[src/rtl/cpu_pkg.sv]
// Shared CPU definitions: ALU codes, datapath width and the
// execute-stage result packet.
package cpu_pkg;

  localparam int WIDTH = 16;
  localparam int RD_W  = 3;

  localparam logic [2:0] ALU_ADD = 3'b000;
  localparam logic [2:0] ALU_SUB = 3'b001;
  localparam logic [2:0] ALU_AND = 3'b100;
  localparam logic [2:0] ALU_OR  = 3'b101;
  localparam logic [2:0] ALU_NOT = 3'b110;
  localparam logic [2:0] ALU_XOR = 3'b111;

  typedef struct packed {
    logic [WIDTH-1:0] result;
    logic [RD_W-1:0]  rd;
    logic             z;
    logic             n;
    logic             c;
    logic             v;
    logic             illegal;
  } alu_pkt_t;

endpackage

[src/rtl/alu_core.sv]
// Combinational ALU: turns code and operands into a complete
// result packet including flags.
module alu_core
  import cpu_pkg::*;
(
  input  logic [2:0]       alu_code,
  input  logic [WIDTH-1:0] a,
  input  logic [WIDTH-1:0] b,
  input  logic [RD_W-1:0]  rd,
  output alu_pkt_t         pkt
);

  localparam int MSB = WIDTH - 1;

  logic             is_add;
  logic             is_sub;
  logic             is_and;
  logic             is_or;
  logic             is_not;
  logic             is_xor;
  logic [WIDTH-1:0] bx;
  logic [WIDTH:0]   sum;
  logic [WIDTH-1:0] res;
  logic             c;
  logic             v;
  logic             ill;

  assign is_add = (alu_code == ALU_ADD);
  assign is_sub = (alu_code == ALU_SUB);
  assign is_and = (alu_code == ALU_AND);
  assign is_or  = (alu_code == ALU_OR);
  assign is_not = (alu_code == ALU_NOT);
  assign is_xor = (alu_code == ALU_XOR);

  // Subtract is a + ~b + 1, so carry out means no borrow.
  assign bx  = is_sub ? ~b : b;
  assign sum = {1'b0, a} + {1'b0, bx}
             + {{WIDTH{1'b0}}, is_sub};

  always_comb begin
    res = '0;
    c   = 1'b0;
    v   = 1'b0;
    ill = 1'b0;
    unique case (1'b1)
      is_add, is_sub: begin
        res = sum[MSB:0];
        c   = sum[WIDTH];
        v   = (a[MSB] == bx[MSB])
            && (sum[MSB] != a[MSB]);
      end
      is_and:  res = a & b;
      is_or:   res = a | b;
      is_not:  res = ~a;
      is_xor:  res = a ^ b;
      default: ill = 1'b1;
    endcase
  end

  always_comb begin
    pkt         = '0;
    pkt.result  = res;
    pkt.rd      = rd;
    pkt.z       = (res == '0);
    pkt.n       = res[MSB];
    pkt.c       = c;
    pkt.v       = v;
    pkt.illegal = ill;
  end

endmodule

[src/rtl/alu_exec_stage.sv]
// Execute stage: ALU plus main/skid output buffering so that
// in_ready is a flop and never depends on out_ready.
module alu_exec_stage #(
  parameter int WIDTH = 16,
  parameter int RD_W  = 3,
  parameter int CNT_W = 16
) (
  input  logic             clk,
  input  logic             rst_n,
  input  logic             in_valid,
  output logic             in_ready,
  input  logic [2:0]       alu_code,
  input  logic [WIDTH-1:0] op_a,
  input  logic [WIDTH-1:0] op_b,
  input  logic [RD_W-1:0]  in_rd,
  output logic             out_valid,
  input  logic             out_ready,
  output logic [WIDTH-1:0] result,
  output logic [RD_W-1:0]  out_rd,
  output logic             flag_z,
  output logic             flag_n,
  output logic             flag_c,
  output logic             flag_v,
  output logic             illegal,
  output logic [CNT_W-1:0] retired_count
);

  import cpu_pkg::*;

  alu_pkt_t         pkt;
  alu_pkt_t         main_q;
  alu_pkt_t         main_d;
  alu_pkt_t         skid_q;
  alu_pkt_t         skid_d;
  logic             main_v;
  logic             main_vd;
  logic             skid_v;
  logic             skid_vd;
  logic             rdy_q;
  logic             acc;
  logic             drn;
  logic [CNT_W-1:0] cnt_q;

  alu_core u_core (
    .alu_code (alu_code),
    .a        (op_a),
    .b        (op_b),
    .rd       (in_rd),
    .pkt      (pkt)
  );

  assign acc = in_valid && rdy_q;
  assign drn = main_v && out_ready;

  // rdy_q == !skid_v, so accept with drain and a full skid
  // never happens.
  always_comb begin
    main_d  = main_q;
    main_vd = main_v;
    skid_d  = skid_q;
    skid_vd = skid_v;
    if (drn) begin
      if (skid_v) begin
        main_d  = skid_q;
        skid_vd = 1'b0;
      end else if (acc) begin
        main_d  = pkt;
      end else begin
        main_vd = 1'b0;
      end
    end else if (acc) begin
      if (!main_v) begin
        main_d  = pkt;
        main_vd = 1'b1;
      end else begin
        skid_d  = pkt;
        skid_vd = 1'b1;
      end
    end
  end

  always_ff @(posedge clk or negedge rst_n) begin
    if (!rst_n) begin
      main_q <= '0;
      skid_q <= '0;
      main_v <= 1'b0;
      skid_v <= 1'b0;
      rdy_q  <= 1'b1;
      cnt_q  <= '0;
    end else begin
      main_q <= main_d;
      skid_q <= skid_d;
      main_v <= main_vd;
      skid_v <= skid_vd;
      rdy_q  <= !skid_vd;
      if (drn) begin
        cnt_q <= cnt_q + 1'b1;
      end
    end
  end

  assign in_ready      = rdy_q;
  assign out_valid     = main_v;
  assign result        = main_q.result;
  assign out_rd        = main_q.rd;
  assign flag_z        = main_q.z;
  assign flag_n        = main_q.n;
  assign flag_c        = main_q.c;
  assign flag_v        = main_q.v;
  assign illegal       = main_q.illegal;
  assign retired_count = cnt_q;

endmodule

[config.mk]
export PLATFORM = sky130hd
export DESIGN_NAME = alu_exec_stage
export DESIGN_NICKNAME = d
export VERILOG_FILES = /design/src/rtl/cpu_pkg.sv /design/src/rtl/alu_core.sv /design/src/rtl/alu_exec_stage.sv
export SDC_FILE = /design/constraint.sdc
export NUM_CORES = 1
export LEC_CHECK = 0
export BUFFER_PORTS_ARGS = -buffer_cell sky130_fd_sc_hd__buf_2
export CAP_MARGIN = 20
export CORE_MARGIN = 3
export CORE_UTILIZATION = 59
export CTS_BUF_LIST = sky130_fd_sc_hd__clkbuf_8
export CTS_CLUSTER_SIZE = 30
export DETAILED_ROUTE_END_ITERATION = 10
export GPL_TIMING_DRIVEN = 0
export PLACE_DENSITY = 0.93
export SYNTH_ARGS = -nofsm -noshare
export SYNTH_HDL_FRONTEND = slang
export SYNTH_HIERARCHICAL = 1
export SYNTH_SLANG_ARGS = --single-unit
[constraint.sdc]
create_clock -name clk -period 1.7 [get_ports clk]
set_input_delay 0.51 -clock clk [delete_from_list [all_inputs] [get_ports clk]]
set_output_delay 0.51 -clock clk [all_outputs]
set_load 0.05 [all_outputs]
==> results.sh <==
export IMPL_status="finished with violations"
export IMPL_failed_checks="setup timing"
export IMPL_dpl_hpwl_mm=9.57
export IMPL_hold_buffers=0
export IMPL_clock_skew_ns=0.00953
export IMPL_ys_types=64
export IMPL_grt_start_max_net_pins=42
export IMPL_synth_top_area_share_pct=32.9
export IMPL_yosysMostFrequentCell="nand2_1"
export IMPL_cts_tree="done"
export IMPL_whs_ns=0.171
export IMPL_gr_usage_all_layers_pct=27.6
export IMPL_core_mm2=0.00826
export IMPL_yosysWarnings=6
export IMPL_final_hold_viol_count=0
export IMPL_grt_pass1_vias=4493
export IMPL_syn2layout_area_growth_pct=29.8
export IMPL_irDropWorstVdd_v=0.000646
export IMPL_switching_share_pct=43.3
export IMPL_p_clk_share_pct=19.8
export IMPL_ys_ff_latch=67
export IMPL_avgSynthCellArea_um2=9.81
export IMPL_cp_max_fo=7
export IMPL_crit_start="alu_code[2]"
export IMPL_numCtsBuffers=9
export IMPL_htreeDepth=3
export IMPL_relSlewSlack_pct=56.0
export IMPL_p_switching_uw=3570
export IMPL_worstMarginPinSlew_ns=0.660
export IMPL_leakage_uw=0.00334
export IMPL_final_setup_worst_slack_ns=-2.45
export IMPL_power_frac_comb_pct=49.1
export IMPL_clkSinkCount=67
export IMPL_finalSetupViolations=40
export IMPL_ys_top_cells_by_area="dfrtp_1 (33%), ha_1 (12%), xnor2_1 (5.9%), mux2_2 (5.6%), nand2_1 (5.0%)"
export IMPL_cts_root_buf="clkbuf_8"
export IMPL_drive_above_1_share_pct=38.3
export IMPL_drt_pass1_iterations=4
export IMPL_antenna_found_initial=0
export IMPL_final_nets=722
export IMPL_r2r_start="out_valid"
export IMPL_gr_total_overflow=0
export IMPL_antenna_cells=0
export IMPL_syn_area_mm2=0.00502
export IMPL_clock_path_buffers=2
export IMPL_slew_violations=0
export IMPL_p_int_uw=4690
export IMPL_critical_path_arrival_ns=4.42
export IMPL_wire_per_inst_um=17.9
export IMPL_die_y_um=98.3
export IMPL_num_fill_cells=504
export IMPL_grt_pass1_wl_mm=21.5
export IMPL_synth_common_cells="nand2_1 (67), dfrtp_1 (66), ha_1 (50), inv_1 (45), o21ai_0 (38)"
export IMPL_synth_yosys_seq_area_share_pct=33.4
export IMPL_start_kind="input port"
export IMPL_io_buffers=79
export IMPL_die_area_mm2=0.00966
export IMPL_end_kind="register"
export IMPL_async_flop_share_pct=100
export IMPL_vias_per_cell=5.76
export IMPL_synth_largest_area_cell="dfrtp_1"
export IMPL_fin_crit_sh_pct=244
export IMPL_num_rows=33
export IMPL_fmax_mhz=241
export IMPL_clk_pin_slew_ns=0.07
export IMPL_clock_latency_ns=0.36
export IMPL_synth_edf_count=0
export IMPL_seqPwrFrac_pct=31.1
export IMPL_drt_iter0_drc=179
export IMPL_drtAntennaViolNets=0
export IMPL_hp_class="input port to asynchronous set/reset pin"
export IMPL_initial_core_util_pct=60.8
export IMPL_syn_nets=605
export IMPL_fp_dieW_um=98.3
export IMPL_rsz0062_at_grt="true"
export IMPL_total_power_uw=8260
export IMPL_route_detailed_drc=0
export IMPL_max_cap_violations=0
export IMPL_ff2ff_setup_slack_ns=0.03
export IMPL_final_core_util_pct=79.0
export IMPL_power_density_mw_per_mm2=1270
export IMPL_cp_data_required_time_ns=1.97
export IMPL_synthCells=512
export IMPL_vias=4256
export IMPL_ios=84
export IMPL_min_period_ns=4.15
export IMPL_setup_worst_path_class="input port to register"
export IMPL_setup_tns_ns=-57.63
export IMPL_drt_wl_total_mm=13.2
export IMPL_fin_cells=739
export IMPL_dp_cells=697
export IMPL_gp_congestion=0.932
export IMPL_synthFlopType="dfrtp_1"
[power by group through the flow]
| stage | combinational [uW] | clock [uW] | sequential (uW) |
|---|---|---|---|
| 2_1_floorplan | 1740 | 0 | 3610 |
| 3_3_place_gp | 3560 | 0 | 2520 |
| 3_5_place_dp | 3720 | 0 | 2580 |
| 4_1_cts | 3930 | 1660 | 2550 |
| 5_1_grt | 4320 | 1730 | 2630 |
| 6_report | 4060 | 1640 | 2570 |
[logic make-up (layout without fill, tap and decap cells)]
| family | count (synthesis) | count (layout) | synth area share [%] |
|---|---|---|---|
| AOI/OAI and AO/OA | 94 | 94 | 11.4 |
| xor gates and xnor gates | 44 | 44 | 7.67 |
| adders and majority gates | 51 | 51 | 12.9 |
| buffers and inverters | 79 | 201 | 7.67 |
| DFF | 67 | 67 | 33.4 |
| muxes | 61 | 61 | 15.6 |
| and+or+nand+nor | 116 | 116 | 11.4 |
[registers in the layout, indices dropped and copies added (netlist names)]
name	flops
skid_q	24
result	16
retired_count	16
out_rd	3
flag_c	1
flag_n	1
flag_v	1
flag_z	1
illegal	1
in_ready	1
out_valid	1
skid_v	1
[metrics by stage]
stage          instance area [um2]  setup WS (ns)
2_1_floorplan                 5210          -2.42
3_3_place_gp                  5730          -2.88
3_5_place_dp                  5750          -3.02
4_1_cts                       6320          -2.34
5_1_grt                       6520          -2.51
6_report                      6520          -2.45
[timing repair]
action	in CTS	in global routing
endpoints found under the setup margin	41	44
gates resized for setup	35	32
buffers inserted	23	5
pin swaps	21	8
[layout make-up]
| class | instances | area, um2 | share of cell area, % |
|---|---|---|---|
| Multi-Input combinational cell | 366 | 3340 | 51.2 |
| Sequential cell | 67 | 1680 | 25.8 |
| Timing Repair Buffer | 107 | 673 | 10.3 |
| Buffer | 28 | 246 | 3.78 |
| Inverter | 50 | 203 | 3.11 |
| Clock buffer | 10 | 138 | 2.11 |
| Tap cell | 105 | 131 | 2.01 |
| Clock inverter | 6 | 113 | 1.73 |
[placed cells by master, fill, tap and decap left out, types with 7 or more instances in the layout]
cell type,netlist,routed
buf_4,8,29
xnor2_1,34,27
nor2_1,11,11
nand2_1,67,65
mux4_2,10,10
ha_1,50,43
a21oi_1,14,7
inv_1,45,43
o21ai_2,0,7
dfrtp_1,66,65
xor2_1,10,10
mux2_2,25,22
clkbuf_8,2,12
buf_6,4,11
o21ai_1,9,26
mux2i_1,25,22
buf_2,6,79
o21ai_0,38,13
[path summary, 6_finish.rpt]
path	end	depth (start not counted)
setup / recovery	flag_z	15
hold / removal	retired_count[0]	1
setup reg to reg	skid_q[22]	5
hold reg to reg	retired_count[15]	1
max in group asynchronous	skid_q[4]	2
min in group clk	skid_q[5]	2
[worst max-delay path, cell delays in order]
cell	delay, ns
buf_6	0.09
buf_6	0.10
or3b_1	0.35
clkbuf_8	0.17
clkbuf_16	0.17
o21ai_4	0.14
fa_1	0.41
a22o_1	0.26
or4b_4	0.55
or4_4	0.49
or4_4	0.42
and4bb_1	0.28
and4b_1	0.24
mux2i_1	0.10
o21ai_1	0.14
[per-layer routing]
layer	track usage, %	part of all wire [%]	vias to the layer above
met5	0	0	-
met4	13.0	4.0	0
met3	3.57	4.6	47
met2	50.1	52	148
met1	32.2	40	2058
li1	-	-	2003
No activity file was read; power rests on OpenSTA's default activity.
